===== src/rtl/ascii_char_feeder_if.sv =====
// Byte-stream handshake between a raw source and ascii_char_feeder.
interface ascii_char_feeder_if;
  logic [7:0] in_byte;
  logic       in_valid;
  logic       in_ready;

  modport master (output in_byte, output in_valid, input in_ready);
  modport slave  (input in_byte, input in_valid, output in_ready);
endinterface


===== src/rtl/ascii_char_feeder.sv =====
// Filters and normalises a raw byte stream, buffers it, and replays it to the
// parser as fixed-shape char_valid / stmt_end pulses.
module ascii_char_feeder #(
  parameter int DEPTH = 8,
  parameter int HOLD  = 2,
  parameter int GAP   = 1
) (
  input  logic                     clk,
  input  logic                     rst,
  ascii_char_feeder_if.slave       in_if,
  output logic [6:0]               ascii_char,
  output logic                     char_valid,
  output logic                     stmt_end,
  output logic                     drop_flag,
  output logic [$clog2(DEPTH):0]   fifo_count
);

  localparam int AW    = $clog2(DEPTH);
  localparam int CMAX  = (HOLD > GAP) ? HOLD : GAP;
  localparam int CNT_W = (CMAX > 1) ? $clog2(CMAX) : 1;
  localparam logic [CNT_W-1:0] HOLD_LD = CNT_W'(HOLD - 1);
  localparam logic [CNT_W-1:0] GAP_LD  = CNT_W'((GAP > 0) ? GAP - 1 : 0);

  typedef enum logic [1:0] {S_IDLE, S_HOLD, S_GAP} state_t;

  // Result layout: {store, drop, tag, char[6:0]}
  function automatic logic [9:0] classify_byte(input logic [7:0] b);
    if (b == 8'h20 || b == 8'h09 || b == 8'h0D)
      return 10'b0;
    else if (b == 8'h0A || b == 8'h3B)
      return {2'b10, 1'b1, 7'h00};
    else if (b[7] || b < 8'h20 || b == 8'h7F)
      return {2'b01, 8'h00};
    else if (b >= 8'h41 && b <= 8'h5A)
      return {2'b10, 1'b0, b[6:0] + 7'h20};
    else
      return {2'b10, 1'b0, b[6:0]};
  endfunction

  logic [7:0]      mem [DEPTH];
  logic [AW-1:0]   wr_ptr, rd_ptr;
  logic [AW:0]     count;
  logic [9:0]      cls;
  logic            accept, push, pop;
  logic [7:0]      head;

  state_t          state, state_n;
  logic [CNT_W-1:0] cnt, cnt_n;
  logic [6:0]      char_n;
  logic            cv_n, se_n;

  assign in_if.in_ready = !rst && (count != (AW+1)'(DEPTH));
  assign accept     = in_if.in_valid && in_if.in_ready;
  assign cls        = classify_byte(in_if.in_byte);
  assign push       = accept && cls[9];
  assign head       = mem[rd_ptr];
  assign fifo_count = count;

  always_ff @(posedge clk) begin
    if (push) mem[wr_ptr] <= cls[7:0];
  end

  always_ff @(posedge clk) begin
    if (rst) begin
      wr_ptr    <= '0;
      rd_ptr    <= '0;
      count     <= '0;
      drop_flag <= 1'b0;
    end else begin
      if (push) wr_ptr <= wr_ptr + AW'(1);
      if (pop)  rd_ptr <= rd_ptr + AW'(1);
      unique case ({push, pop})
        2'b10:   count <= count + (AW+1)'(1);
        2'b01:   count <= count - (AW+1)'(1);
        default: count <= count;
      endcase
      if (accept && cls[8]) drop_flag <= 1'b1;
    end
  end

  always_ff @(posedge clk) begin
    if (rst) begin
      state      <= S_IDLE;
      cnt        <= '0;
      ascii_char <= '0;
      char_valid <= 1'b0;
      stmt_end   <= 1'b0;
    end else begin
      state      <= state_n;
      cnt        <= cnt_n;
      ascii_char <= char_n;
      char_valid <= cv_n;
      stmt_end   <= se_n;
    end
  end

  // Output pulse shaper: stmt_end is always a single cycle, char_valid lasts HOLD cycles
  always_comb begin
    state_n = state;
    cnt_n   = cnt;
    char_n  = ascii_char;
    cv_n    = char_valid;
    se_n    = 1'b0;
    pop     = 1'b0;
    unique case (state)
      S_IDLE: begin
        if (count != '0) begin
          pop = 1'b1;
          if (head[7]) begin
            se_n = 1'b1;
            if (GAP == 0) begin
              state_n = S_IDLE;
            end else begin
              state_n = S_GAP;
              cnt_n   = GAP_LD;
            end
          end else begin
            char_n  = head[6:0];
            cv_n    = 1'b1;
            cnt_n   = HOLD_LD;
            state_n = S_HOLD;
          end
        end
      end
      S_HOLD: begin
        if (cnt == '0) begin
          cv_n = 1'b0;
          if (GAP == 0) begin
            state_n = S_IDLE;
          end else begin
            state_n = S_GAP;
            cnt_n   = GAP_LD;
          end
        end else begin
          cnt_n = cnt - CNT_W'(1);
        end
      end
      S_GAP: begin
        if (cnt == '0) state_n = S_IDLE;
        else           cnt_n   = cnt - CNT_W'(1);
      end
      default: state_n = S_IDLE;
    endcase
  end

endmodule


===== src/flat_wrapper.sv =====
// flat-port wrapper written by rule: the top's interface ports become plain ports
module ascii_char_feeder_flat 
#(
  parameter int DEPTH = 8,
  parameter int HOLD  = 2,
  parameter int GAP   = 1
)
  (clk, rst, ascii_char, char_valid, stmt_end, drop_flag, fifo_count, in_if_in_byte, in_if_in_valid, in_if_in_ready);
  ascii_char_feeder_if in_if_i ();
  input  logic clk;
  input  logic rst;
  output logic [6:0] ascii_char;
  output logic char_valid;
  output logic stmt_end;
  output logic drop_flag;
  output logic [$clog2(DEPTH):0] fifo_count;
  input wire logic [$bits(in_if_i.in_byte)-1:0] in_if_in_byte;
  input wire logic [$bits(in_if_i.in_valid)-1:0] in_if_in_valid;
  output wire logic [$bits(in_if_i.in_ready)-1:0] in_if_in_ready;
  assign in_if_i.in_byte = in_if_in_byte;
  assign in_if_i.in_valid = in_if_in_valid;
  assign in_if_in_ready = in_if_i.in_ready;
  ascii_char_feeder #(.DEPTH(DEPTH), .HOLD(HOLD), .GAP(GAP)) u_core (.clk(clk), .rst(rst), .in_if(in_if_i), .ascii_char(ascii_char), .char_valid(char_valid), .stmt_end(stmt_end), .drop_flag(drop_flag), .fifo_count(fifo_count));
endmodule

===== config.mk =====
export PLATFORM = sky130hd
export DESIGN_NAME = ascii_char_feeder_flat
export DESIGN_NICKNAME = d
export VERILOG_FILES = /design/src/rtl/ascii_char_feeder_if.sv /design/src/rtl/ascii_char_feeder.sv /design/src/flat_wrapper.sv
export SDC_FILE = /design/constraint.sdc
export NUM_CORES = 1
export LEC_CHECK = 0
export CAP_MARGIN = 10
export CELL_PAD_IN_SITES_DETAIL_PLACEMENT = 0
export CELL_PAD_IN_SITES_GLOBAL_PLACEMENT = 1
export CORE_ASPECT_RATIO = 0.9
export CORE_MARGIN = 10
export CORE_UTILIZATION = 50
export CTS_BUF_LIST = sky130_fd_sc_hd__clkbuf_4
export DETAILED_ROUTE_END_ITERATION = 16
export PLACE_DENSITY_LB_ADDON = 0.1
export REMOVE_ABC_BUFFERS = 1
export SYNTH_ARGS = -nofsm -noshare
export SYNTH_HDL_FRONTEND = slang
export SYNTH_SLANG_ARGS = --single-unit

===== constraint.sdc =====
create_clock -name clk -period 3.1 [get_ports clk]
set_input_delay 0.465 -clock clk [delete_from_list [all_inputs] [get_ports clk]]
set_output_delay 0.465 -clock clk [all_outputs]
set_load 0.05 [all_outputs]

# Yosys cells after proc, flatten, opt, wreduce, memory -nomap -nowiden
# Memories as Yosys holds them, arrays and structs flattened. A register that Yosys moved wholly into a read port is not among the register bits.
# Index checks and enable logic that the tools add are counted.
[word_totals]
register_bits = 23
memories = 1
latchBits = 0
output_inout_bits = 15
wordCells = 84
ramBits = 64
rom_bits = 0
inputBits = 11
[classes]
n_eq_ne = 15
muxes = 25
mul = 0
magnitude_cmp = 3
n_bitwise = 3
n_reduce_logical = 22
add_sub_neg = 6
shifts = 0
div_mod_pow = 0
[memory_table]
columns = ["memory", "depth", "width", "read_ports", "rd_clocked_by_memory_dff", "write_ports", "line_no", "rtl"]
rows = [
  ["u_core.mem", 8, 8, 1, 1, 1, "ascii_char_feeder.sv:40", "logic [7:0] mem [DEPTH];"],
]
[ops]
columns = ["op", "count"]
rows = [
  ["two-way mux 10 bit", 3],
  ["== test 8 x 4 -> 1 bit, second input constant", 3],
  ["== test 8 x 6 -> 1 bit, second input constant", 2],
  ["two-way mux 1 bit", 11],
  ["== test 8 x 7 -> 1 bit, second input constant", 1],
  ["greater-or-equal comparator 8 x 7 -> 1 bit, second input constant", 1],
  ["less-or-equal comparator 8 x 7 -> 1 bit, second input constant", 1],
  ["less-than comparator 8 x 6 -> 1 bit, second input constant", 1],
  ["two-way mux 2 bit", 4],
  ["case mux 4 bit (2 select lines)", 1],
  ["adder 7 x 6 -> 7 bit, second input constant", 1],
  ["two-way mux 7 bit", 1],
  ["adder 3 x 1 -> 3 bit, second input constant", 2],
  ["two-way mux 3 bit", 2],
  ["inequality test 2 bit, second input constant", 3],
  ["case mux 2 bit (3 select lines)", 1],
  ["AND reduction 3 bit", 2],
  ["nonzero test 2 bit", 3],
  ["logical AND 1 bit", 5],
  ["logical OR 1 bit", 5],
  ["adder 4 x 1 -> 4 bit, second input constant", 1],
  ["== test 2 x 1 -> 1 bit, second input constant", 2],
  ["== test 2 bit, second input constant", 2],
  ["inequality test 4 bit, second input constant", 1],
  ["12 further kinds", 15],
]

# Longest topological paths before layout
[depth]
ltp_word = 9
mapped_depth = 12
depth_no_buf = 12

# Worst setup path before layout
# Ideal clock, no wire load.
[synth_timing]
kind = "register to register"
start = "register u_core.count[1] (netlist: u_core.fifo_count[1])"
end = "memory u_core.mem[4][0] (enable)"
stages_incl_launch_ff = 7
required_time_ns = 2.702
period_less_slack_ns = 3.730
path_slack_ns = -0.630
n_path_buf = 1
arrival_time_ns = 3.332
cell_sequence = "dfxtp_1 > clkbuf_1 > nor3_1 > a21oi_1 > and3_1 > nand2_1 > nor4b_1"
[synth_between]
elab_chain_len = 6
[synth_rtl]
columns = ["item", "line_no", "rtl"]
rows = [
  ["start: declaration", "ascii_char_feeder.sv:42", "logic [AW:0] count;"],
  ["start signal: assignment", "ascii_char_feeder.sv:73", "2'b10: count <= count + (AW+1)'(1);"],
  ["start signal: assignment", "ascii_char_feeder.sv:74", "2'b01: count <= count - (AW+1)'(1);"],
  ["start signal: assignment", "ascii_char_feeder.sv:75", "default: count <= count;"],
  ["inequality test 4 bit", "ascii_char_feeder.sv:52", "assign in_if.in_ready = !rst && (count != (AW+1)'(DEPTH));"],
  ["logical AND 1 bit", "ascii_char_feeder.sv:52", ""],
  ["named net in_if_in_ready", "flat_wrapper.sv:19", "output wire logic [$bits(in_if_i.in_ready)-1:0] in_if_in_ready;"],
  ["logical AND 1 bit", "ascii_char_feeder.sv:53", "assign accept = in_if.in_valid && in_if.in_ready;"],
  ["logical AND 1 bit", "ascii_char_feeder.sv:55", "assign push = accept && cls[9];"],
  ["two-way mux 1 bit", "ascii_char_feeder.sv:60", "if (push) mem[wr_ptr] <= cls[7:0];"],
  ["two-way mux 1 bit (implied by the code)", "ascii_char_feeder.sv:60", ""],
  ["end: declaration", "ascii_char_feeder.sv:40", ""],
]
# The timed path passes the listed nets, and every way through them passes these cells.

# Final worst setup path
[layout_timing]
start = "input port in_if_in_byte[0]"
end = "register u_core.count[2] (netlist: u_core.fifo_count[2])"
[layout_between]
elab_chain_len = 9
[layout_rtl]
columns = ["item", "line_no", "rtl"]
rows = [
  ["start: declaration", "flat_wrapper.sv:17", "input wire logic [$bits(in_if_i.in_byte)-1:0] in_if_in_byte;"],
  ["less-than comparator 8 x 6 -> 1 bit", "ascii_char_feeder.sv:32", "else if (b[7] || b < 8'h20 || b == 8'h7F)"],
  ["logical OR 1 bit (2 in a row)", "ascii_char_feeder.sv:32", ""],
  ["two-way mux 10 bit", "ascii_char_feeder.sv:32", ""],
  ["two-way mux 10 bit", "ascii_char_feeder.sv:30", "else if (b == 8'h0A || b == 8'h3B)"],
  ["two-way mux 10 bit *", "ascii_char_feeder.sv:28", "if (b == 8'h20 || b == 8'h09 || b == 8'h0D)"],
  ["logical AND 1 bit *", "ascii_char_feeder.sv:55", ""],
  ["== test 2 x 1 -> 1 bit or == test 2 bit (tied branches)", "ascii_char_feeder.sv:72", "unique case ({push, pop})"],
  ["case mux 4 bit (2 select lines) or nonzero test 2 bit (tied branches)", "-", ""],
]
# Mark *: on every way between the ends. The rest lies on a longest branch, timed or not.
# A chain may end at the register's enable or synchronous reset.

==> results.py <==
metrics = {
    "outcome": {
        "status": "finished clean",
    },
    "power": {
        "switching_fraction_pct": 36.2,
        "pwr-share-seq_pct": 43.6,
        "power_mw": 3.46,
        "p_int_mw": 2.21,
        "netSwitchingPower_mw": 1.25,
        "share_clk_of_total_power_pct": 19.5,
        "ir_worst_vdd_v": 0.000428,
        "power.share.combinational_pct": 36.9,
        "p_per_area_nw_per_um2": 770,
        "p_leak_nw": 1.55,
    },
    "synthesis": {
        "synth-edff-count": 64,
        "avgSynthCellArea_um2": 15.0,
        "synth_warnings": 0,
        "synthDistinctLibCells": 44,
        "synthMuxAreaShare_pct": 13.2,
        "synthArstFlopShare_pct": 0,
        "synth_flop_cell": "edfxtp_1",
        "xor_and_xnor_fraction_of_the_mapped_netlist_area_pct": 1.37,
        "main_combinational_cell_family_by_area_after_synthesis": "multiplexers",
        "synth_largest_area_cell": "edfxtp_1",
        "count_of_state_elements_after_synthesis": 90,
        "synth.area.top_cells": "edfxtp_1 (50%), dfxtp_1 (14%), mux4_2 (7.6%)",
        "syn_area_um2": 3850,
        "synth_adder_area_share_pct": 2.93,
        "yosys_top_cell_area_share_pct": 49.9,
        "syn_inst": 257,
        "ys_seq_area_share_pct": 63.5,
        "yosys.area_share.simple_pct": 10.6,
        "synth-compound-area-share_pct": 6.11,
    },
    "worst_setup_path": {
        "crit_type": "in -> reg",
        "critPathSlowestCell": "clkdlybuf4s50_1",
        "crit_path_start_kind": "primary input",
        "timing.critical_path.arrival_ns": 2.98,
        "timing.critical_path.fanout_max": 6,
        "critical_path.endpoint_type": "flop",
        "cp.required_ns": 3.47,
        "path_cells": "clkdlybuf4s50_1 > nor4_1 > a32oi_1 > and3_1 > nand2_1 > ha_1 > xor2_1 > ha_1 > a21oi_1 > xor2_1 > or3_1 > a21oi_1",
        "timing.critical_path.slowest_cell_delay_ns": 0.49,
    },
    "global_route": {
        "groute.layer.met1.usage_pct": 15.9,
        "met3_usage_pct": 4.38,
        "grt_use_met2_pct": 20.5,
        "initial_antenna_violation_count": 0,
        "grt_first_pass_wirelength_um": 11300,
        "first_global_vias": 2215,
        "grt_use_total_pct": 12.6,
        "grt_max_degree": 25,
        "grt-busiest-layer": "met2",
        "leftover_overflow_at_the_end_of_global_routing": 0,
    },
    "finish": {
        "layoutNonFillerInstCount": 407,
        "diodes": 0,
        "final_core_utilization_pct": 59.8,
        "drive_gt1_share_pct": 20.9,
        "number_of_fill_cells_in_the_layout": 607,
        "finalNetCount": 326,
        "area_growth_pct": 16.6,
    },
    "place": {
        "port-buffer-count": 25,
        "finalWeightedCongestion": 0.791,
        "placedCellCount": 391,
        "pre_cts_setup_slack_ns": 0.0508,
        "hpwlAfterDp_um": 4760,
    },
    "timing": {
        "grt_setup_unrepaired": "false",
        "slew_headroom_pct": 58.1,
        "achievable-frequency_mhz": 383,
        "setup_ws_ns": 0.492,
        "finalHoldViolations": 0,
        "timing.final.crit_share_pct": 84.1,
        "tightestPinTransition_ns": 0.628,
        "period_minus_slack_ns": 2.61,
        "fin_skew_ns": 0.0226,
        "timing.final.max_slew_violations": 0,
        "fin_tns_setup_ns": 0,
        "final-setup-viol-count": 0,
    },
    "floorplan": {
        "rows": 30,
        "top_level_ports": 26,
        "fp.dieH_um": 103,
        "initial_core_util_pct": 51.3,
        "core-area_um2": 7510,
        "die_w_um": 112,
        "die-area_um2": 11600,
    },
    "clocking": {
        "post_cts_buffers": 0,
        "hold_buffers": 0,
        "cts_bufs_inserted": 9,
        "cts_tree": "yes",
        "cts_max_path_buffers": 2,
        "insertion_delay_ns": 0.43,
        "post_cts_resize_count": 0,
        "clkSlewWorstSetupHoldPaths_ns": 0.15,
        "htree_levels": 3,
        "cts.root.buffer_cell": "clkbuf_4",
        "clock-sinks": 90,
    },
    "route": {
        "avgViaCountPerCell": 5.41,
        "drt-initial-drc-count": 107,
        "routed-via-count": 2203,
        "drt-pass1-iter-count": 5,
        "drc_errors": 0,
        "wl_per_cell_um": 17.2,
        "routed_wl_um": 6990,
        "antenna_left": 0,
    },
    "run": {
        "maxCapViolations": 0,
    },
    "worst_hold_path": {
        "hold_class": "reg -> reg",
    },
}
-- logic make-up (layout without fill, tap and decap cells) --
group	count (synthesis)	after routing
compound gates	34	34
xor+xnor	6	6
fa+ha+maj	9	9
buf+inv	16	70
flops	90	90
mux	29	29
simple gates	73	73
-- layout make-up --
| class | count | area, µm² | share of cell area, % |
|---|---|---|---|
| flip-flops and latches | 90 | 2440 | 54.4 |
| multi-input cells | 151 | 1320 | 29.4 |
| repair buffers | 48 | 433 | 9.65 |
| well taps | 96 | 120 | 2.68 |
| clock inverters | 7 | 82.6 | 1.84 |
| clock buffers | 9 | 67.6 | 1.51 |
| inverters | 6 | 22.5 | 0.502 |
-- sequential cells by signal, indices dropped and copies added (netlist names), named ones only --
register,flops
u_core.mem,64
u_core.drop_flag,1
u_core.state,2
u_core.fifo_count,4
u_core.ascii_char,7
u_core.char_valid,1
u_core.cnt,1
u_core.rd_ptr,3
u_core.wr_ptr,3
u_core.stmt_end,1
-- path summary, 6_finish.rpt --
check / start / end / slack [ns] / depth (start not counted)
worst min register to register: u_core.rd_ptr[1] / u_core.rd_ptr[1] / 0.49 / 2
worst max register to register: u_core.fifo_count[1] / u_core.fifo_count[2] / 0.65 / 11
worst min-delay path: u_core.rd_ptr[1] / u_core.rd_ptr[1] / 0.49 / 2
worst max-delay path: in_if_in_byte[0] / u_core.fifo_count[2] / 0.49 / 12
-- power by group through the flow --
stage	registers [mW]	logic (mW)	clock network, mW
2_1_floorplan	1.79	0.625	0
3_3_place_gp	1.53	1.28	0
3_5_place_dp	1.54	1.29	0
4_1_cts	1.51	1.29	0.699
5_1_grt	1.53	1.39	0.753
6_report	1.51	1.28	0.673
-- synthesized netlist by cell type, types with 5 or more instances --
master     n
edfxtp_1  64
dfxtp_1   26
nor2_1    17
mux4_2    13
a21oi_1   11
mux2i_1   10
nand2_1   10
ha_1       9
a211oi_1   7
o21ai_0    7
inv_1      6
and2_1     5
nor2b_1    5
nor3_1     5
nor4_1     5
-- cells in the final DEF, fill, tap and decap left out, drive strengths merged, types with 3 or more instances in the layout --
cell | synthesis | layout
a211oi | 10 | 10
a21oi | 11 | 11
and2 | 5 | 5
buf | 5 | 24
clkbuf | 5 | 9
clkdlybuf4s50 | 0 | 24
dfxtp | 26 | 26
edfxtp | 64 | 64
ha | 9 | 9
inv | 6 | 10
mux2 | 3 | 3
mux2i | 10 | 10
mux4 | 16 | 16
nand2 | 10 | 10
nand2b | 4 | 4
nand3 | 3 | 3
nor2 | 21 | 21
nor2b | 5 | 5
nor3 | 5 | 5
nor3b | 3 | 3
nor4 | 5 | 5
o21ai | 7 | 7
xor2 | 4 | 4
-- through the flow --
stage               hold WS (ns)  area (µm²)
detailed placement         0.475        4340
global placement           0.467        4340
global route               0.522        4490
finish                     0.489        4490
floorplan                  0.443        3780
CTS                        0.494        4490
-- per-layer routing --
metal  vias to the layer above  share of wire, %
li1                       1089                 -
met1                      1052                46
met2                        55                46
met3                         7               6.7
met4                         0               1.1
met5                         -                 0
-- worst max-delay path: cells and delay by family --
kind | cells | cell delay (ns)
buffers and inverters | 1 | 0.49
adders and majority gates | 2 | 0.34
xor gates and xnor gates | 2 | 0.31
AOI/OAI and AO/OA | 3 | 0.37
and+or+nand+nor | 4 | 1.01
Note: power is estimated with default switching activity, not from simulation.
==> patch, RTL diff (same settings) <==
`HOLD` is set to 2 in 2 places; all go to 1.
--- a/src/rtl/ascii_char_feeder.sv
+++ b/src/rtl/ascii_char_feeder.sv
@@ -2,7 +2,7 @@
 // parser as fixed-shape char_valid / stmt_end pulses.
 module ascii_char_feeder #(
   parameter int DEPTH = 8,
-  parameter int HOLD  = 2,
+  parameter int HOLD  = 1,
   parameter int GAP   = 1
 ) (
   input  logic                     clk,
--- a/src/flat_wrapper.sv
+++ b/src/flat_wrapper.sv
@@ -2,7 +2,7 @@
 module ascii_char_feeder_flat 
 #(
   parameter int DEPTH = 8,
-  parameter int HOLD  = 2,
+  parameter int HOLD  = 1,
   parameter int GAP   = 1
 )
   (clk, rst, ascii_char, char_valid, stmt_end, drop_flag, fifo_count, in_if_in_byte, in_if_in_valid, in_if_in_ready);
Function: changed (Yosys sat finds a counterexample within 4 cycles, from zero or initial values and one cycle with rst high).
==> patch against the unedited design <==
Design area shrank 2.5%; wire length decreased by 2.5%; setup slack got worse by 0.26 ns; final cell count down 3.7%; sequential cell count decreased by 1; power decreased by 7.0%; synthesized area down 2.7%; die area down 2.2%; global-route usage down 0.19 points.
==> patch: results (changes against the unedited design) <==
GRT
  • Total track usage: 12.5% (was 12.6%)
  • First-pass GRT wire length: 11,200 um (was 11,300 um)
  • Largest net degree at the start of global routing: 24 (was 25)
  • Vias in the first global route: 2,146 (was 2,215)

Power and ir drop
  • Leak pwr: 1.52 nW (was 1.55 nW)
  • VDD IR max: 0.495 mV (was 0.428 mV)

Clocking
  • Reg clk slew, reported paths: 0.12 ns (was 0.15 ns)
  • Worst-skew pair later-pin latency: 0.41 ns (was 0.43 ns)

Route
  • DRT Wirelength: 6810 um (was 6990 um)
  • Drt first pass iters: 4 (was 5)
  • DRT iter0 DRCs: 134 (was 107)
  • Wirelength per Cell: 17.4 um (was 17.2 um)

Placed design
  • Dpl cells: 376 (was 391)
  • Placer Congestion: 0.769 (was 0.791)
  • Area post-placement: 4260 um2 (was 4340 um2)
  • Detailed placer's ending HPWL: 4670 um (was 4760 um)

Worst setup path
  • Critical-path maximum fanout: 2 (was 6)
  • Critical Path AT: 3.21 ns (was 2.98 ns)
  • Reg2reg setup slack: 0.34 ns (was 0.65 ns)

Outcome
  • Status: finished, final reports clean (unchanged)

Synthesis
  • Count of cell types in the netlist: 47 (was 44)
  • Top cells by count, synth: edfxtp_1, dfxtp_1, nor2_1 (unchanged)
  • Top area cells in the synthesized netlist: edfxtp_1, dfxtp_1, mux4_2, mux2i_1, ha_1 (was edfxtp_1, dfxtp_1, mux4_2, ha_1, mux2i_1)

Cells and area
  • Layout cells sized above 1: 24.1% (was 20.9%)
  • Final net count: 311 (was 326)

Timing
  • Worst-case hold slack: 0.457 ns (was 0.489 ns)
  • Clock Skews: 0.0125 ns (was 0.0226 ns)
==> patch: cell types whose count changed in the layout (fill, tap and decap cells not counted), sizes merged, moves of 4 or more <==
cell / unedited run / this run
buf: 24 / 31
nor4b: 1 / 5
nand2: 10 / 5
inv: 10 / 6
a21oi: 11 / 7
==> patch: through the flow <==
stage	total power, W	worst slack, ns
floorplan	0.00233	-0.595
detailed placement	0.00272	-0.201
global placement	0.00270	-0.151
global route	0.00341	0.0542
finish	0.00321	0.228
CTS	0.00326	0.249
==> patch: worst paths after layout <==
check                                                       start                                end  cells after the start
worst max-delay path                             in_if_in_byte[1]  u_core.fifo_count[2]$_SDFFE_PP0P_                     12
worst min-delay path                u_core.drop_flag$_SDFFE_PP0P_      u_core.drop_flag$_SDFFE_PP0P_                      2
worst max register to register  u_core.fifo_count[1]$_SDFFE_PP0P_  u_core.fifo_count[2]$_SDFFE_PP0P_                      9
worst min register to register      u_core.drop_flag$_SDFFE_PP0P_      u_core.drop_flag$_SDFFE_PP0P_                      2
==> patch: cell type report <==
type                       instances  area (um2)
fill                             572        2810
clock inverter                     4        22.5
inverter                           5        18.8
sequential                        89        2420
clock buffer                      12        90.1
multi-input combinational        134        1220
tap                               93         116
timing repair buffer              55         485
==> patch: per-layer routing <==
layer	part of all wire, %	routed length [um]	track usage (%)
met2	48	3290	20.8
met5	0	0	0
met1	45	3080	15.3
met3	6.2	421	4.34
met4	0.37	25	2.96
==> patch: kinds of logic after synthesis <==
| logic type | count (synthesis) | share of synthesized area, % |
|---|---|---|
| compound gates | 25 | 4.78 |
| xor+xnor | 6 | 1.40 |
| fa+ha+maj | 6 | 2.01 |
| buf+inv | 16 | 2.74 |
| flops | 89 | 64.7 |
| mux | 28 | 13.4 |
| simple gates | 69 | 11.0 |
==> patch: report_power, final <==
group | switching (W) | internal, W
Clock | 0.000351 | 0.000190
Combinational | 0.000664 | 0.000527
Sequential | 0.0000911 | 0.00139
Total | 0.00111 | 0.00211
==> patch: worst max-delay path, cell delays in order <==
cell,delay (ns)
clkdlybuf4s50_1,0.42
or4_4,0.55
nor4b_2,0.29
and4b_4,0.24
nand2_1,0.09
ha_1,0.19
xor2_1,0.16
ha_1,0.15
a21oi_1,0.04
xor2_1,0.16
or3_1,0.30
a21oi_1,0.14
